**config.mk**
```make
export PLATFORM = sky130hd
export DESIGN_NAME = block_sync_rx
export DESIGN_NICKNAME = d
export VERILOG_FILES = /design/src/rtl/block_sync_rx.sv
export SDC_FILE = /design/constraint.sdc
export NUM_CORES = 1
export LEC_CHECK = 0
export CORE_ASPECT_RATIO = 0.6
export CORE_UTILIZATION = 45
export DETAILED_ROUTE_END_ITERATION = 12
export PLACE_DENSITY = 0.69
export SLEW_MARGIN = 5
export SYNTH_ARGS = -nofsm -noshare
export SYNTH_HDL_FRONTEND = slang
export SYNTH_SLANG_ARGS = --single-unit
export TNS_END_PERCENT = 10
```
**constraint.sdc**
```tcl
create_clock -name clk -period 3.14 [get_ports clk]
set_input_delay 0.314 -clock clk [delete_from_list [all_inputs] [get_ports clk]]
set_output_delay 0.314 -clock clk [all_outputs]
set_load 0.01 [all_outputs]
```
**src/rtl/block_sync_rx.sv**
```systemverilog
// ---------------------------------------------------------------------------
// block_sync_rx
//
// 64b/66b block synchronisation state machine. Watches the 2-bit sync header
// of every block delivered by the rx gearbox, asks the gearbox to slip by one
// bit position until headers line up, and reports block lock to the
// descrambler/decoder.
//
// Lock is declared after SH_CNT_MAX consecutive valid headers. Once locked,
// lock is dropped when SH_INVALID_MAX invalid headers are seen inside one
// SH_CNT_MAX-block window. After every slip the next SLIP_WAIT valid blocks
// are ignored while the gearbox realigns.
//
// Ports:
//   clk         in   1       clock
//   reset       in   1       synchronous active-high reset
//   signal_v_i  in   1       PMA signal_ok; low forces re-initialisation
//   valid_i     in   1       gearbox block valid; head_i used only when high
//   head_i      in   HEAD_W  sync header of the current 66-bit block
//   slip_v_o    out  1       one-cycle slip request to the gearbox
//   lock_v_o    out  1       block lock status
// ---------------------------------------------------------------------------
module block_sync_rx #(
   parameter int HEAD_W         = 2,
   parameter int SH_CNT_MAX     = 64,
   parameter int SH_INVALID_MAX = 16,
   parameter int SLIP_WAIT      = 2
) (
   input  logic              clk,
   input  logic              reset,
   input  logic              signal_v_i,
   input  logic              valid_i,
   input  logic [HEAD_W-1:0] head_i,
   output logic              slip_v_o,
   output logic              lock_v_o
);

   localparam int CNT_W  = $clog2(SH_CNT_MAX + 1);
   localparam int INV_W  = $clog2(SH_INVALID_MAX + 1);
   localparam int WAIT_W = (SLIP_WAIT > 0) ? $clog2(SLIP_WAIT + 1) : 1;

   typedef enum logic [1:0] {
      INIT,
      TEST,
      SLIP,
      WAIT
   } state_t;

   state_t            state;
   logic [CNT_W-1:0]  sh_cnt;
   logic [INV_W-1:0]  sh_inv_cnt;
   logic [WAIT_W-1:0] wait_cnt;

   logic              sh_valid;
   logic [CNT_W-1:0]  cnt_next;
   logic [INV_W-1:0]  inv_next;
   logic [WAIT_W-1:0] wait_next;

   // A valid sync header has exactly one bit set (01 or 10).
   assign sh_valid  = head_i[1] ^ head_i[0];
   assign cnt_next  = sh_cnt + CNT_W'(1);
   assign inv_next  = sh_inv_cnt + INV_W'(!sh_valid);
   assign wait_next = wait_cnt + WAIT_W'(1);

   // Single registered FSM. Losing signal_ok outranks everything except
   // reset, so a slip that would otherwise be raised on that edge is dropped.
   // slip_v_o defaults low every cycle, which keeps it a one-cycle pulse.
   always_ff @(posedge clk) begin
      if (reset) begin
         state      <= INIT;
         sh_cnt     <= '0;
         sh_inv_cnt <= '0;
         wait_cnt   <= '0;
         lock_v_o   <= 1'b0;
         slip_v_o   <= 1'b0;
      end else if (!signal_v_i) begin
         state      <= INIT;
         sh_cnt     <= '0;
         sh_inv_cnt <= '0;
         wait_cnt   <= '0;
         lock_v_o   <= 1'b0;
         slip_v_o   <= 1'b0;
      end else begin
         slip_v_o <= 1'b0;
         case (state)
            INIT: begin
               sh_cnt     <= '0;
               sh_inv_cnt <= '0;
               wait_cnt   <= '0;
               lock_v_o   <= 1'b0;
               state      <= TEST;
            end

            TEST: begin
               if (valid_i) begin
                  if (sh_valid) begin
                     if (cnt_next == CNT_W'(SH_CNT_MAX)) begin
                        // End of a window: a clean window grants lock,
                        // a window with errors just starts a new count.
                        if (sh_inv_cnt == '0) begin
                           lock_v_o <= 1'b1;
                        end
                        sh_cnt     <= '0;
                        sh_inv_cnt <= '0;
                     end else begin
                        sh_cnt <= cnt_next;
                     end
                  end else if (!lock_v_o || inv_next == INV_W'(SH_INVALID_MAX)) begin
                     // Unlocked: any bad header means misalignment.
                     // Locked: too many bad headers in this window.
                     lock_v_o   <= 1'b0;
                     slip_v_o   <= 1'b1;
                     sh_cnt     <= '0;
                     sh_inv_cnt <= '0;
                     state      <= SLIP;
                  end else if (cnt_next == CNT_W'(SH_CNT_MAX)) begin
                     sh_cnt     <= '0;
                     sh_inv_cnt <= '0;
                  end else begin
                     sh_cnt     <= cnt_next;
                     sh_inv_cnt <= inv_next;
                  end
               end
            end

            SLIP: begin
               lock_v_o   <= 1'b0;
               sh_cnt     <= '0;
               sh_inv_cnt <= '0;
               wait_cnt   <= '0;
               state      <= (SLIP_WAIT == 0) ? TEST : WAIT;
            end

            WAIT: begin
               // Headers are meaningless until the gearbox has settled.
               if (valid_i) begin
                  if (wait_next == WAIT_W'(SLIP_WAIT)) begin
                     wait_cnt <= '0;
                     state    <= TEST;
                  end else begin
                     wait_cnt <= wait_next;
                  end
               end
            end

            default: begin
               state <= INIT;
            end
         endcase
      end
   end

   a_slip_lock_exclusive: assert property (@(posedge clk) disable iff (reset)
      !(slip_v_o && lock_v_o));
   a_sh_cnt_range: assert property (@(posedge clk) disable iff (reset)
      sh_cnt <= CNT_W'(SH_CNT_MAX));
   a_sh_inv_cnt_range: assert property (@(posedge clk) disable iff (reset)
      sh_inv_cnt <= INV_W'(SH_INVALID_MAX));

endmodule
```
Yosys cells after proc, flatten, opt, wreduce, memory -nomap -nowiden --
Cells that the tools add are included.
Storage, ports and cells: bits in registers 18, bits in latches 0, RAM bits 0, memory bits (read-only) 0, input bits 6, output and inout port bits 2, logic and storage cells 69, memories kept 0
Operators by class: $add $sub $neg 3, $mul 0, divide/modulo/power cells 0, $lt $le $gt $ge 0, equality and inequality tests 14, shift-type cells 0, mux-type cells 27, bitwise logic cells 4, reduce and logical (&&, ||, !) cells 15
Operators with widths (count):
- 2-to-1 mux 7 bit | 4
- 2-to-1 mux 5 bit | 5
- 2-to-1 mux 2 bit | 7
- one-hot mux 7 bit (2 select lines) | 1
- != test 2 bit (second input constant) | 5
- one-hot mux 5 bit (2 select lines) | 1
- AND reduction 5 bit | 2
- != test 3 bit (second input constant) | 3
- one-hot mux 2 bit (4 select lines) | 1
- adder 7 x 1 -> 7 bit (second input constant) | 1
- == test 7 bit (second input constant) | 1
- == test 2 bit (second input constant) | 3
- 2-to-1 mux 1 bit | 6
- adder 5 x 1 -> 5 bit | 1
- == test 5 bit (second input constant) | 1
- logical NOT 5 bit | 1
- OR reduction 5 bit | 1
- one-hot mux 2 bit (2 select lines) | 1
- AND reduction 2 bit | 2
- nonzero test 2 bit | 2
- OR reduction 2 bit | 2
- inverter 1 bit | 3
- AND reduction 3 bit | 1
- adder 2 x 1 -> 2 bit (second input constant) | 1
- 6 further kinds | 7

Longest topological paths before layout --
depth in word-level cells 9, mapped depth 9, gate-level depth less buffers 9

Worst setup path after synthesis --
Ideal clock, no wire load.
kind input -> register, start input port head_i[0], end register sh_cnt[2], setup time 74 ps, arrival time 2120 ps, data required time 3066 ps, slack 946 ps, cell stages on the path 9, buffers on the path 0, path through xor2_1 inv_2 ha_1 ha_1 xnor2_1 and3_1 a211oi_4 nand4b_1 a31oi_1
On the way: word-level cells in the longest chain between the ends 9
Ends and longest elaborated chain:
- start: declaration | line 33 | input logic [HEAD_W-1:0] head_i,
- bitwise XOR 1 bit (*) | line 60 | assign sh_valid = head_i[1] ^ head_i[0];
- logical NOT 1 bit | line 62 | assign inv_next = sh_inv_cnt + INV_W'(!sh_valid);
- adder 5 x 1 -> 5 bit | line 62
- == test 5 bit | line 108 | end else if (!lock_v_o || inv_next == INV_W'(SH_INVALID_MAX)) begin
- logical OR 1 bit | line 108
- 2-to-1 mux 7 bit | line 108
- 2-to-1 mux 7 bit (*) | line 96 | if (sh_valid) begin
- 2-to-1 mux 7 bit (*) | line 95 | if (valid_i) begin
- one-hot mux 7 bit (2 select lines) (*) | line 85 | case (state)
- end signal: assignment | line 106 | sh_cnt <= cnt_next;
- end signal: assignment | line 120 | sh_cnt <= cnt_next;
- end: declaration | line 50 | logic [CNT_W-1:0] sh_cnt;
Mark *: on every way between the ends. The rest lies on a longest branch, timed or not. The select of a mux whose other input is x is not followed. A chain may end at the register's enable or synchronous reset.

Final worst setup path --
Same ends and word-level chain as after synthesis.

==> run_results.csv <==
group,metric,value,unit
timing,final-max-slew-violation-count,0,
grt,grt_max_degree,13,
hold_path,worst_hold_path_type,"flip-flop to flip-flop",
die,ios,8,
route,met2RoutedLength,1.124,mm
die,die_h,42,um
timing,count_of_final_hold_check_violations,0,
route,totalWireLength,2.558,mm
critical_path,timing.critical_path.slowest_stage_cell,"sky130_fd_sc_hd__clkdlybuf4s50_1",
timing,finish_stage_setup_viols,0,
cts,post_cts_hold_buffer_count,0,
route,wl_per_cell,14.37,um
critical_path,startpoint_type,"input pin",
power,p_leak,0.4594,nW
route,routedLengthMet1,1.245,mm
cts,clock_latency,0.26,ns
yosys,synthesis.nets,152,
yosys,mean_area_per_synthesized_cell,8.695,um^2
yosys,sequential_cell_area_fraction_in_the_yosys_report,30.03,%
yosys,syn_inst,138,
critical_path,required,3.33,ns
cts,cts.repair.resized,0,
yosys,postSynthRegisterBits,18,
timing,setup_total_negative_slack,0,ns
timing,skew,0.004842,ns
power,finalPower,0.0004910,W
place,place_hpwl,1.951,mm
critical_path,critical_path.cell_chain,"clkdlybuf4s50_1 > xor2_1 > inv_2 > ha_1 > ha_1 > xnor2_1 > and3_1 > a211oi_4 > nand4b_1 > a31oi_1",
layout,insertedDiodeCount,0,
run_status,status,"completed",
timing,max_clock_freq,0.3899,GHz
die,die-area,2884,um^2
critical_path,critical_path.max_stage_delay,0.47,ns
route,detailroute.wirelength.met3,166,um
critical_path,worstSetupEndpointType,"flip-flop",
cts,path_clk_slew,0.07,ns
cts,cts.repair_timing.setup_buffer_count,0,
timing,final_period_minus_worst_setup_slack,2.565,ns
yosys,post_synth_num_cell_types,45,
yosys,synth-edff-count,0,
die,die_width,68.67,um
grt,grt_first_pass_wirelength,4.264,mm
place,gp_routability_congestion,0.8020,
cts,clockRootBuffer,"sky130_fd_sc_hd__clkbuf_8",
timing,whs,0.4281,ns
cts,clock_tree.htree_level_count,1,
route,drc_errors,0,
grt,grt_antenna_before_repair,0,
timing,timing_worst_slew_pin_value,0.6343,ns
cts,max-clock-path-buffers,2,
cts,cts_num_sinks,18,
timing,setup_repair_after_global_routing_missed_its_margin,"false",
die,core-area,2522,um^2
critical_path,worst-setup-path-type,"input pin to flip-flop",
cts,cts_made_buffers,3,
die,placement_rows,14,
timing,post-route-period-util,81.68,%
route,routed-via-count,1072,
yosys,top_flip_flop_cell_by_instance_count_after_synthesis,"sky130_fd_sc_hd__dfxtp_1",
critical_path,timing.critical_path.arrival,2.75,ns
die,floorplan.initialDensity,47.57,%
route,drt_pre_antenna_iters,4,
grt,vias_in_the_first_global_route,929,
timing,worst_slew_margin_rel,57.46,%
layout,syn_to_final_growth,12.51,%
grt,gr-usage-all-layers,20.22,%
yosys,synthArstFlopShare,0,%
route,drt_iter0_markers,68,
critical_path,crit_top_cell,"sky130_fd_sc_hd__ha_1",
power,peak_supply_drop,0.1986,mV
layout,layout-drive-gt1-share,10.27,%
yosys,netlist_area,1200,um^2
yosys,synth-warning-count,0,
critical_path,crit_fanout,7,
power,power.density,363.7,nW/um^2
route,via_per_inst,6.022,
layout,finalNetCount,161,
place,buffer_ports.inserted,7,
route,antenna_violating_nets_post_route,0,
cts,cts_tree,"done",
grt,globalRouteOverflowTotal,0,
flow_run,drv_cap,0,
route,routed.top_layer,"met4",
-- state kept, by name (all words and copies together), names as in the netlist --
| name | flops |
|---|---|
| sh_inv_cnt | 5 |
| state | 2 |
| sh_cnt | 7 |
| lock_v_o | 1 |
| wait_cnt | 2 |
| slip_v_o | 1 |
-- critical path: cells and delay by family --
family	cells	cell delay, ns
compound gates	2	0.57
buf+inv	2	0.57
fa+ha+maj	2	0.48
xor+xnor	2	0.40
simple gates	2	0.40
-- final timing paths --
| check | from | to | slack [ns] | cells past startpoint |
|---|---|---|---|---|
| worst max-delay path | head_i[0] | sh_cnt[2] | 0.58 | 10 |
| worst max register to register | state[0] | sh_inv_cnt[2] | 0.87 | 7 |
| worst min register to register | wait_cnt[1] | wait_cnt[1] | 0.43 | 2 |
| worst min-delay path | wait_cnt[1] | wait_cnt[1] | 0.43 | 2 |
-- layer usage --
layer / GRT usage, % / vias up
met5: 0 / -
met4: 5.417 / 0
met3: 6.793 / 3
met2: 27.84 / 26
met1: 29.66 / 506
li1: - / 537
-- power breakdown --
part | internal [W] | switching [W] | leakage, nW | total [W]
registers | 0.000230 | 0.00000305 | 0.145 | 0.000234
logic | 0.0000230 | 0.0000382 | 0.285 | 0.0000611
clock network | 0.000112 | 0.0000846 | 0.0288 | 0.000196
-- stage by stage --
step	instance area [um^2]	cells	setup WS, ns	util, %
finish	1350	178	0.5754	53.52
global route	1350	178	0.4252	53.52
CTS	1350	178	0.6025	53.52
detailed placement	1295	174	0.3317	51.34
global placement	1295	174	0.3565	51.34
floorplan	1200	138	0.9457	-
-- final cells by class --
cell class | count | area [um^2]
fillers | 248 | 1172
repair buffers | 8 | 77.57
clock buffers | 4 | 55.05
well taps | 32 | 40.04
inverters | 4 | 15.01
flip-flops and latches | 18 | 360.3
multi-input cells | 112 | 802.0
-- cell usage in the layout, fill, tap and decap left out, drive strengths merged, types with 3 or more instances in the layout --
cell           synthesis  routed
a211oi                 3       3
a21o                   4       4
a21oi                 10      10
a22o                   3       3
a31oi                  4       4
and3                   4       4
clkbuf                 3       4
clkdlybuf4s50          0       7
dfxtp                 18      18
ha                     8       8
inv                    4       4
nand2                 17      17
nand3                  8       8
nand3b                 3       3
nor2                   6       6
nor2b                  3       3
nor3                   4       4
o21ai                  4       4
or2                    3       3
xnor2                  3       3
-- synthesized netlist by cell type (2+ instances only) --
cell / n / area (um^2)
sky130_fd_sc_hd__dfxtp_1: 18 / 360.4
sky130_fd_sc_hd__nand2_1: 17 / 63.81
sky130_fd_sc_hd__a21oi_1: 10 / 50.05
sky130_fd_sc_hd__ha_1: 8 / 100.1
sky130_fd_sc_hd__nand3_1: 8 / 40.04
sky130_fd_sc_hd__nor2_1: 6 / 22.52
sky130_fd_sc_hd__a21o_1: 4 / 30.03
sky130_fd_sc_hd__a31oi_1: 4 / 25.02
sky130_fd_sc_hd__and3_1: 4 / 25.02
sky130_fd_sc_hd__nor3_1: 4 / 20.02
sky130_fd_sc_hd__a22o_1: 3 / 26.28
sky130_fd_sc_hd__clkbuf_1: 3 / 11.26
sky130_fd_sc_hd__inv_1: 3 / 11.26
sky130_fd_sc_hd__nand3b_1: 3 / 22.52
sky130_fd_sc_hd__nor2b_1: 3 / 18.77
sky130_fd_sc_hd__o21ai_0: 3 / 15.01
sky130_fd_sc_hd__xnor2_1: 3 / 26.28
sky130_fd_sc_hd__a211oi_1: 2 / 15.01
sky130_fd_sc_hd__nand4b_1: 2 / 17.52
sky130_fd_sc_hd__nor3b_1: 2 / 15.01
sky130_fd_sc_hd__o211ai_1: 2 / 15.01
sky130_fd_sc_hd__o21a_1: 2 / 15.01
sky130_fd_sc_hd__or2_2: 2 / 12.51
-- cells by family after synthesis --
logic type                 count (synthesis)  share of synthesized area [%]
adders and majority gates                  8                          8.342
AOI/OAI and AO/OA                         42                          28.57
xor gates and xnor gates                   4                          2.920
and+or+nand+nor                           58                          27.01
DFF                                       18                          30.03
buffers and inverters                      8                          3.128
No activity file was read; power rests on OpenSTA's default activity.
